**src/rtl/perceptron_dot_engine_if.sv**
```systemverilog
// Request / response / branch-resolution bundle for perceptron_dot_engine.
// master = requester side (drives requests, consumes results, reports branches),
// slave  = engine side.
interface perceptron_dot_engine_if #(
   parameter int PERCEPTRON_NUMBER = 16,
   parameter int HISTORY_SIZE      = 8,
   parameter int WIDTH             = 8
);
   localparam int WEIGHT_NUMBER = HISTORY_SIZE + 1;
   localparam int SUM_W         = WIDTH + $clog2(WEIGHT_NUMBER) + 1;
   localparam int IDX_W         = $clog2(PERCEPTRON_NUMBER);

   logic                     req_valid;
   logic                     req_ready;
   logic [31:0]              req_pc;
   logic                     resp_valid;
   logic                     resp_ready;
   logic                     prediction;
   logic signed [SUM_W-1:0]  perceptron_output;
   logic                     needs_training;
   logic [IDX_W-1:0]         selected_perceptron;
   logic [HISTORY_SIZE-1:0]  resp_history;
   logic                     ex_valid;
   logic                     ex_mispredict;
   logic                     ex_outcome;
   logic [HISTORY_SIZE-1:0]  ex_history;

   modport master (
      output req_valid, req_pc, resp_ready,
             ex_valid, ex_mispredict, ex_outcome, ex_history,
      input  req_ready, resp_valid, prediction, perceptron_output,
             needs_training, selected_perceptron, resp_history
   );

   modport slave (
      input  req_valid, req_pc, resp_ready,
             ex_valid, ex_mispredict, ex_outcome, ex_history,
      output req_ready, resp_valid, prediction, perceptron_output,
             needs_training, selected_perceptron, resp_history
   );
endinterface

```
**src/rtl/perceptron_dot_engine.sv**
```systemverilog
// Multi-cycle perceptron dot product: bias plus LANES history-signed weights per
// cycle, speculative global history update on response, repair on mispredict.
module perceptron_dot_engine #(
   parameter int  PERCEPTRON_NUMBER = 16,
   parameter int  HISTORY_SIZE      = 8,
   parameter int  WIDTH             = 8,
   parameter int  LANES             = 4,
   localparam int WEIGHT_NUMBER     = HISTORY_SIZE + 1,
   localparam int SUM_W             = WIDTH + $clog2(WEIGHT_NUMBER) + 1,
   localparam int THRESHOLD         = (193 * HISTORY_SIZE + 1400) / 100
) (
   input  logic                    clk,
   input  logic                    rst,
   perceptron_dot_engine_if.slave  bus,
   input  logic signed [WIDTH-1:0] weights [PERCEPTRON_NUMBER][WEIGHT_NUMBER]
);
   localparam int IDX_W  = $clog2(PERCEPTRON_NUMBER);
   localparam int HIST_IW = $clog2(HISTORY_SIZE);
   localparam int WGT_IW  = $clog2(WEIGHT_NUMBER);
   localparam int CNT_W   = $clog2(HISTORY_SIZE + LANES + 1);

   localparam logic [CNT_W-1:0]      LANES_C  = LANES[CNT_W-1:0];
   localparam logic [CNT_W-1:0]      HIST_C   = HISTORY_SIZE[CNT_W-1:0];
   localparam logic signed [SUM_W:0] THRESH_W = THRESHOLD[SUM_W:0];

   typedef enum logic [1:0] {IDLE, ACCUM, DONE} state_t;

   state_t                   state, state_next;
   logic [HISTORY_SIZE-1:0]  ghr, ghr_next;
   logic signed [SUM_W-1:0]  acc, acc_next, lane_sum, bias_ext;
   logic [CNT_W-1:0]         cnt, cnt_next, cnt_step;
   logic [IDX_W-1:0]         index, index_next, pc_idx;
   logic [HISTORY_SIZE-1:0]  hist, hist_next;
   logic signed [WIDTH-1:0]  bias;
   logic signed [SUM_W:0]    acc_wide, acc_abs;
   logic                     repair, resp_pred;
   logic                     unused_pc;

   assign pc_idx    = bus.req_pc[IDX_W+1:2];
   assign unused_pc = ^{bus.req_pc[31:IDX_W+2], bus.req_pc[1:0]};
   assign repair    = bus.ex_valid && bus.ex_mispredict;
   assign cnt_step  = cnt + LANES_C;
   assign bias      = weights[pc_idx][0];
   assign bias_ext  = {{(SUM_W-WIDTH){bias[WIDTH-1]}}, bias};
   assign resp_pred = !acc[SUM_W-1];

   // One accumulation step: add or subtract up to LANES weights selected by history bits.
   always_comb begin
      logic [31:0]             pos;
      logic [31:0]             widx;
      logic signed [WIDTH-1:0] w;
      logic signed [SUM_W-1:0] term;
      lane_sum = acc;
      pos      = '0;
      widx     = '0;
      w        = '0;
      term     = '0;
      for (int unsigned j = 0; j < LANES; j++) begin
         pos  = 32'(cnt) + j;
         widx = pos + 32'd1;
         if (pos < HISTORY_SIZE) begin
            w    = weights[index][widx[WGT_IW-1:0]];
            term = {{(SUM_W-WIDTH){w[WIDTH-1]}}, w};
            if (hist[pos[HIST_IW-1:0]]) lane_sum = lane_sum + term;
            else                        lane_sum = lane_sum - term;
         end
      end
   end

   // Next-state logic; a mispredict repair overrides every other transition.
   always_comb begin
      state_next = state;
      ghr_next   = ghr;
      acc_next   = acc;
      cnt_next   = cnt;
      index_next = index;
      hist_next  = hist;
      if (repair) begin
         state_next = IDLE;
         ghr_next   = {bus.ex_history[HISTORY_SIZE-2:0], bus.ex_outcome};
      end else begin
         case (state)
            IDLE: begin
               if (bus.req_valid) begin
                  index_next = pc_idx;
                  hist_next  = ghr;
                  acc_next   = bias_ext;
                  cnt_next   = '0;
                  state_next = ACCUM;
               end
            end
            ACCUM: begin
               acc_next = lane_sum;
               cnt_next = cnt_step;
               if (cnt_step >= HIST_C) state_next = DONE;
            end
            DONE: begin
               if (bus.resp_ready) begin
                  ghr_next   = {ghr[HISTORY_SIZE-2:0], resp_pred};
                  state_next = IDLE;
               end
            end
            default: state_next = IDLE;
         endcase
      end
   end

   // State and datapath registers.
   always_ff @(posedge clk or posedge rst) begin
      if (rst) begin
         state <= IDLE;
         ghr   <= '0;
         acc   <= '0;
         cnt   <= '0;
         index <= '0;
         hist  <= '0;
      end else begin
         state <= state_next;
         ghr   <= ghr_next;
         acc   <= acc_next;
         cnt   <= cnt_next;
         index <= index_next;
         hist  <= hist_next;
      end
   end

   // Magnitude taken one bit wider so the most negative sum has a representable abs.
   always_comb begin
      acc_wide = {acc[SUM_W-1], acc};
      acc_abs  = acc_wide[SUM_W] ? -acc_wide : acc_wide;
   end

   assign bus.req_ready           = (state == IDLE);
   assign bus.resp_valid          = (state == DONE);
   assign bus.perceptron_output   = acc;
   assign bus.prediction          = bus.resp_valid && resp_pred;
   assign bus.needs_training      = bus.resp_valid && (acc_abs <= THRESH_W);
   assign bus.selected_perceptron = index;
   assign bus.resp_history        = hist;
endmodule

```
**src/flat_wrapper.sv**
```systemverilog
// flat-port wrapper written by rule: the top's interface ports become plain ports
module perceptron_dot_engine_flat 
#(
   parameter int  PERCEPTRON_NUMBER = 16,
   parameter int  HISTORY_SIZE      = 8,
   parameter int  WIDTH             = 8,
   parameter int  LANES             = 4,
   localparam int WEIGHT_NUMBER     = HISTORY_SIZE + 1,
   localparam int SUM_W             = WIDTH + $clog2(WEIGHT_NUMBER) + 1,
   localparam int THRESHOLD         = (193 * HISTORY_SIZE + 1400) / 100
)
  (clk, rst, weights, bus_req_valid, bus_req_pc, bus_resp_ready, bus_ex_valid, bus_ex_mispredict, bus_ex_outcome, bus_ex_history, bus_req_ready, bus_resp_valid, bus_prediction, bus_perceptron_output, bus_needs_training, bus_selected_perceptron, bus_resp_history);
  perceptron_dot_engine_if #(.PERCEPTRON_NUMBER(PERCEPTRON_NUMBER), .HISTORY_SIZE(HISTORY_SIZE), .WIDTH(WIDTH)) bus_i ();
  input  logic clk;
  input  logic rst;
  input  logic signed [WIDTH-1:0] weights[PERCEPTRON_NUMBER][WEIGHT_NUMBER];
  input wire logic [$bits(bus_i.req_valid)-1:0] bus_req_valid;
  input wire logic [$bits(bus_i.req_pc)-1:0] bus_req_pc;
  input wire logic [$bits(bus_i.resp_ready)-1:0] bus_resp_ready;
  input wire logic [$bits(bus_i.ex_valid)-1:0] bus_ex_valid;
  input wire logic [$bits(bus_i.ex_mispredict)-1:0] bus_ex_mispredict;
  input wire logic [$bits(bus_i.ex_outcome)-1:0] bus_ex_outcome;
  input wire logic [$bits(bus_i.ex_history)-1:0] bus_ex_history;
  output wire logic [$bits(bus_i.req_ready)-1:0] bus_req_ready;
  output wire logic [$bits(bus_i.resp_valid)-1:0] bus_resp_valid;
  output wire logic [$bits(bus_i.prediction)-1:0] bus_prediction;
  output wire logic [$bits(bus_i.perceptron_output)-1:0] bus_perceptron_output;
  output wire logic [$bits(bus_i.needs_training)-1:0] bus_needs_training;
  output wire logic [$bits(bus_i.selected_perceptron)-1:0] bus_selected_perceptron;
  output wire logic [$bits(bus_i.resp_history)-1:0] bus_resp_history;
  assign bus_i.req_valid = bus_req_valid;
  assign bus_i.req_pc = bus_req_pc;
  assign bus_i.resp_ready = bus_resp_ready;
  assign bus_i.ex_valid = bus_ex_valid;
  assign bus_i.ex_mispredict = bus_ex_mispredict;
  assign bus_i.ex_outcome = bus_ex_outcome;
  assign bus_i.ex_history = bus_ex_history;
  assign bus_req_ready = bus_i.req_ready;
  assign bus_resp_valid = bus_i.resp_valid;
  assign bus_prediction = bus_i.prediction;
  assign bus_perceptron_output = bus_i.perceptron_output;
  assign bus_needs_training = bus_i.needs_training;
  assign bus_selected_perceptron = bus_i.selected_perceptron;
  assign bus_resp_history = bus_i.resp_history;
  perceptron_dot_engine #(.PERCEPTRON_NUMBER(PERCEPTRON_NUMBER), .HISTORY_SIZE(HISTORY_SIZE), .WIDTH(WIDTH), .LANES(LANES)) u_core (.clk(clk), .rst(rst), .bus(bus_i), .weights(weights));
endmodule
```
**config.mk**
```make
export PLATFORM = sky130hd
export DESIGN_NAME = perceptron_dot_engine_flat
export DESIGN_NICKNAME = d
export VERILOG_FILES = /design/src/rtl/perceptron_dot_engine_if.sv /design/src/rtl/perceptron_dot_engine.sv /design/src/flat_wrapper.sv
export SDC_FILE = /design/constraint.sdc
export NUM_CORES = 1
export LEC_CHECK = 0
export BUFFER_PORTS_ARGS = -buffer_cell sky130_fd_sc_hd__buf_2
export CAP_MARGIN = 20
export CORE_AREA = 2 2 483 485
export CTS_CLUSTER_DIAMETER = 50
export DETAILED_ROUTE_END_ITERATION = 12
export DIE_AREA = 0 0 485 487
export GPL_TIMING_DRIVEN = 0
export SLEW_MARGIN = 20
export SYNTH_ARGS = -nofsm -noshare
export SYNTH_HDL_FRONTEND = slang
export SYNTH_SLANG_ARGS = --single-unit
```
**constraint.sdc**
```tcl
create_clock -name clk -period 11.1 [get_ports clk]
set_input_delay 1.11 -clock clk [delete_from_list [all_inputs] [get_ports clk]]
set_output_delay 1.11 -clock clk [all_outputs]
set_load 0.005 [all_outputs]
```
### After elaboration in Yosys (flattened, before gate mapping)

Index checks and enable logic that the tools add are counted.

* input bits: 1199
* memory bits (writable): 0
* bits in registers: 39
* latch bits: 0
* output and inout port bits: 29
* memories kept: 0
* word-level logic and storage cells: 110
* bits in read-only memories: 0

* magnitude comparators: 16
* multipliers: 0
* equality and inequality tests: 6
* multiplexer cells: 47
* bitwise operators: 7
* shift operators: 0
* div/mod/pow operators: 0
* reductions and logical operators: 12
* $add $sub $neg: 16

Operator list (number)
* 72-bit binary-select mux with 4-bit select: 2
* 72-bit two-way mux: 4
* 8-bit binary-select mux with 4-bit select: 4
* 13-bit two-way mux: 9
* 8-bit two-way mux: 11
* 13-bit by 8-bit adder with 13-bit output: 4
* 13-bit by 8-bit subtractor with 13-bit output: 4
* 5-bit >= comparator, second input constant: 6
* 4-bit inverter with 5-bit output: 6
* 13-bit one-hot mux with 2 select lines: 1
* 3-bit by 4-bit < comparator with 1-bit output, second input constant: 4
* 5-bit by 4-bit < comparator with 1-bit output, second input constant: 3
* 14-bit by 6-bit less-or-equal comparator with 1-bit output, second input constant: 1
* 14-bit two-way mux: 1
* 13-bit negation with 14-bit output: 1
* 4-bit by 1-bit adder with 4-bit output, second input constant: 3
* 1-bit binary-select mux with 3-bit select: 4
* 4-bit by 2-bit adder with 5-bit output, second input constant: 2
* 3-bit AND reduction: 3
* 2-bit two-way mux: 4
* 4-bit one-hot mux with 2 select lines: 1
* 2-bit one-hot mux with 3 select lines: 1
* 2-bit nonzero test: 3
* 4-bit by 1-bit adder with 5-bit output, second input constant: 1
* 16 further kinds: 21

### Depth between registers and ports, before layout

* depth in word-level cells: 20
* depth in mapped cells: 46
* gate-level depth less buffers: 37

### Least setup slack after synthesis

No wires, ideal clock.

* path kind: reg2reg
* start point: reg u_core.index[1] (netlist: u_core.bus.selected_perceptron[1])
* end point: reg u_core.acc[12] (netlist: u_core.bus.perceptron_output[12])
* required time: 10.976 ns
* stages on the path, launching flop included: 45
* period minus slack after synthesis: 8.669 ns
* path slack: 2.431 ns
* buffers on the path: 8
* data arrival time: 8.545 ns
* setup time: 0.124 ns
* path through: dfrtp_1 > buf_2 > buf_2 > buf_4 > buf_2 > buf_2 > buf_2 > buf_1 > clkbuf_1 > mux4_2 > mux4_2 > nand2_1 > nand2_1 > nand2_1 > ha_1 > nor2_1 > xnor2_1 > ha_1 > (+9 left out) > o21ai_0 > ha_1 > and3_1 > a211oi_1 > xor2_1 > o21ai_0 > ha_1 > xnor2_1 > o21ai_0 > ha_1 > or2_2 > a21oi_1 > a31oi_1 > xnor2_1 > xnor3_1 > nand2_1 > mux2i_1 > o21ai_1

* word-level cells in the longest chain between the ends: 20
* elaborated cells on any way between the ends: 33
* those cells by class: 8 x add/sub; 24 x mux; 1 x bitwise

RTL lines
* start, declared: RTL line perceptron_dot_engine.sv:32 `logic [IDX_W-1:0] index, index_next, pc_idx;`
* start signal, assigned: RTL line perceptron_dot_engine.sv:122 `index <= index_next;`
* 4-bit inverter with 5-bit output (implied by the code) (*): RTL line perceptron_dot_engine.sv:62 `w = weights[index][widx[WGT_IW-1:0]];`
* 72-bit binary-select mux with 4-bit select (*): RTL line perceptron_dot_engine.sv:62
* 72-bit two-way mux (implied by the code) (*) (2 in series): RTL line perceptron_dot_engine.sv:62
* 8-bit binary-select mux with 4-bit select: RTL line perceptron_dot_engine.sv:62
* 8-bit two-way mux (implied by the code) (2 in series): RTL line perceptron_dot_engine.sv:62
* 13-bit by 8-bit subtractor with 13-bit output / 13-bit by 8-bit adder with 13-bit output (equally long branches): RTL line perceptron_dot_engine.sv:65, perceptron_dot_engine.sv:64
* 13-bit two-way mux: RTL line perceptron_dot_engine.sv:64 `if (hist[pos[HIST_IW-1:0]]) lane_sum = lane_sum + term;`
* 13-bit two-way mux: RTL line perceptron_dot_engine.sv:61 `if (pos < HISTORY_SIZE) begin`
* (+2 left out)
* 13-bit two-way mux: RTL line perceptron_dot_engine.sv:61
* 13-bit by 8-bit subtractor with 13-bit output / 13-bit by 8-bit adder with 13-bit output (equally long branches): RTL line perceptron_dot_engine.sv:65, perceptron_dot_engine.sv:64
* 13-bit two-way mux: RTL line perceptron_dot_engine.sv:64
* 13-bit two-way mux: RTL line perceptron_dot_engine.sv:61
* 13-bit by 8-bit subtractor with 13-bit output / 13-bit by 8-bit adder with 13-bit output (equally long branches): RTL line perceptron_dot_engine.sv:65, perceptron_dot_engine.sv:64
* 13-bit two-way mux: RTL line perceptron_dot_engine.sv:64
* 13-bit two-way mux (*): RTL line perceptron_dot_engine.sv:61
* 13-bit one-hot mux with 2 select lines (*): RTL line perceptron_dot_engine.sv:82 `case (state)`
* end signal, assigned: RTL line perceptron_dot_engine.sv:120 `acc <= acc_next;`
* end, declared: RTL line perceptron_dot_engine.sv:30 `logic signed [SUM_W-1:0] acc, acc_next, lane_sum, bias_ext;`

Mark *: on every way between the ends. The rest lies on a longest branch, timed or not. The select of a mux whose other input is x is not followed.
A chain may end at the register's enable or synchronous reset.

### Final worst setup path

Ends and elaborated chain as after synthesis.

==> flow_summary.toml <==
[status]
outcome = "finished, final reports clean"

[sta]
finalHoldViolCount = 0
setup_ws_ns = 0.4924
max_clock_freq_mhz = 94.27
slew_viol_final = 0
rsz0062_at_grt = "no"
slew_headroom_pct = 20.36
finalCritPeriodShare_pct = 95.56
fin_worst_skew_ns = 0.01425
tightest_slew_ns = 1.195
min_period_ns = 10.61
setup_violations = 0

[layout]
fin_area_um2 = 25920
layout-drive-gt1-share_pct = 68.04
final_nets = 3736
area_growth_syn_to_layout_pct = 71.51

[global_routing]
grt_first_pass_wirelength_mm = 303.1
overflow = 0
grt_usage_pct = 21.18
grt_pass1_vias = 20710
grt_max_degree = 29
antenna_found_initial = 488

[synth]
ys_seq_elements = 37
yosysTopAreaCellShare_pct = 50.67
synth_top_flop_cell = "dfrtp_1"
synth.area.top_cells = "mux4_2, dfrtp_1, ha_1"
syn_nets = 2525
yosysWarnings = 0
synth.distinct_cells = 72
synthCells = 1266
ys_seq_area_share_pct = 6.126
syn_avg_cell_area_um2 = 11.94
syn_area_um2 = 15110
async_reset_ff_share_pct = 100.0
synth-edff-count = 0
yosysTopAreaCell = "mux4_2"

[detailed_routing]
vias = 22120
vias_per_cell = 3.886
first_pass_iters = 6
wl_per_cell_um = 45.79
drcViolationCount = 0
routed_wl_mm = 260.7
drt_iter0_drc = 2266
ant_nets = 0

[floorplan]
coreArea_um2 = 231400
dieHeight_um = 487
fp.dieW_um = 485
start_util_pct = 6.530
rows = 177
ios = 1228
dieArea_um2 = 236200

[clock_network]
cts_htree_levels = 2
clock_latency_ns = 0.32
cts_max_path_buffers = 2
path_clk_slew_ns = 0.08
post_cts_buffers = 0
root_buffer = "clkbuf_16"
clock_sinks = 37
cts_tree = "built"
cts_buffers = 5

[run]
maxCapViolCount = 0

[worst_setup_path]
start_kind = "register"
slowest_delay_ns = 0.81
critPathRequiredTime_ns = 11.30
cp_slowest_cell = "buf_1"
endpoint_kind = "register"
critPathArrivalTime_ns = 10.81
worstSetupPathType = "reg2reg"
cp_max_fo = 28

[place]
pre_cts_slack_ns = -1.772
port-buffer-count = 1194
hpwl_mm = 238.4
post_dp_cell_area_um2 = 25250
finalWeightedCongestion = 0.9287

[min_path]
holdCritPathClass = "reg2reg"
[critical path, delay by kind of cell, from the launching register on]
family | cells | cell delay [ns]
XOR/XNOR | 3 | 0.75
AND/OR/NAND/NOR | 5 | 0.60
adder cells (fa/ha/maj) | 4 | 1.53
multiplexers | 3 | 1.18
buffers and inverters | 8 | 2.78
flip-flops | 1 | 0.45
AO/OA/AOI/OAI | 16 | 2.97
[repair_timing]
action / 4_1_cts / 5_1_grt
hold buffers: 0 / 0
endpoints found under the setup margin: 8 / 1
resized for setup: 15 / 12
[cell families after synthesis]
family | Yosys count | synth area share [%]
adders and majority gates | 60 | 5.166
and+or+nand+nor | 244 | 7.360
muxes | 420 | 58.94
AOI/OAI and AO/OA | 267 | 11.44
buffers and inverters | 166 | 6.615
DFF | 37 | 6.126
xor gates and xnor gates | 72 | 4.355
[flip-flops by register name, indices dropped and copies added (netlist names)]
name                            count
u_core.cnt                          2
u_core.state                        2
u_core.ghr                          8
u_core.bus.perceptron_output       13
u_core.bus.selected_perceptron      4
u_core.bus.resp_history             8
[cell usage after synthesis, types with 9 or more instances]
| cell type | number |
|---|---|
| buf_6 | 12 |
| nand2b_1 | 9 |
| nor2b_1 | 13 |
| a211oi_1 | 9 |
| dfrtp_1 | 37 |
| buf_2 | 26 |
| nand3_1 | 13 |
| buf_12 | 12 |
| nor3_1 | 15 |
| mux2_2 | 21 |
| o21ai_0 | 73 |
| ha_1 | 56 |
| xnor2_1 | 49 |
| mux4_1 | 26 |
| o22ai_1 | 17 |
| mux4_2 | 340 |
| clkbuf_1 | 47 |
| a21o_1 | 9 |
| a221oi_1 | 19 |
| nor2_1 | 71 |
| mux2i_1 | 33 |
| xor2_1 | 21 |
| buf_4 | 12 |
| buf_1 | 9 |
| nand2_1 | 88 |
| inv_1 | 44 |
| a21oi_1 | 64 |
[metrics by stage]
| step | std cells | TNS, ns | hold WS, ns | util, % |
|---|---|---|---|---|
| 6_report | 5693 | 0 | 0.5182 | 11.20 |
| 3_3_place_gp | 5503 | -11.84 | 0.5063 | 10.76 |
| 5_1_grt | 5617 | 0 | 0.5372 | 11.12 |
| 4_1_cts | 5523 | 0 | 0.5239 | 11.01 |
| 3_5_place_dp | 5517 | -5.218 | 0.5069 | 10.91 |
| 2_1_floorplan | 1266 | 0 | 0.4805 | - |
[worst paths after layout]
path                                                          to  cells past startpoint  slack [ns]                         startpoint
min in group asynchronous       u_core.bus.perceptron_output[12]                      2        0.79                                rst
worst min-delay path                  u_core.bus.resp_history[7]                      1        0.52                      u_core.ghr[7]
worst min register to register        u_core.bus.resp_history[7]                      1        0.52                      u_core.ghr[7]
worst max-delay path            u_core.bus.perceptron_output[12]                     39        0.49  u_core.bus.selected_perceptron[1]
max in group asynchronous             u_core.bus.resp_history[5]                      3        9.80                                rst
worst max register to register  u_core.bus.perceptron_output[12]                     39        0.49  u_core.bus.selected_perceptron[1]
[cell type report]
type | instances | area [µm²]
sequential | 37 | 925.9
inverter | 46 | 172.7
buffer | 116 | 903.4
fill | 26700 | 205500
clock inverter | 3 | 68.82
tap | 3043 | 3807
multi-input combinational | 1063 | 13210
clock buffer | 5 | 125.1
timing repair buffer | 1208 | 6276
antenna | 172 | 430.4
[routing by layer]
layer  GRT usage (%)  wire (µm)  vias to the layer above
li1                -          -                     8043
met1           23.70      95770                    10810
met2           34.01     117600                     2216
met3           10.05      31470                      837
met4           9.588      14440                      216
met5               0       1439                        -
[cells in the final DEF (no fill, tap or decap), drive strengths merged, types with 7 or more instances in the layout]
cell and n:
a211oi 9, a21o 9, a21oi 64, a221oi 19, a22o 8, a22oi 9
a31oi 7, buf 1273, clkbuf 56, dfrtp 37, diode 172, ha 56
inv 46, mux2 21, mux2i 33, mux4 366, nand2 88, nand2b 9
nand3 13, nor2 72, nor2b 13, nor3 15, o21ai 75, o21bai 8
o22ai 17, o31a 8, xnor2 49, xor2 21
Power is left out: the tool's default activity adds up to more than one toggle a clock period on the data nets, which glitch-free logic cannot reach.
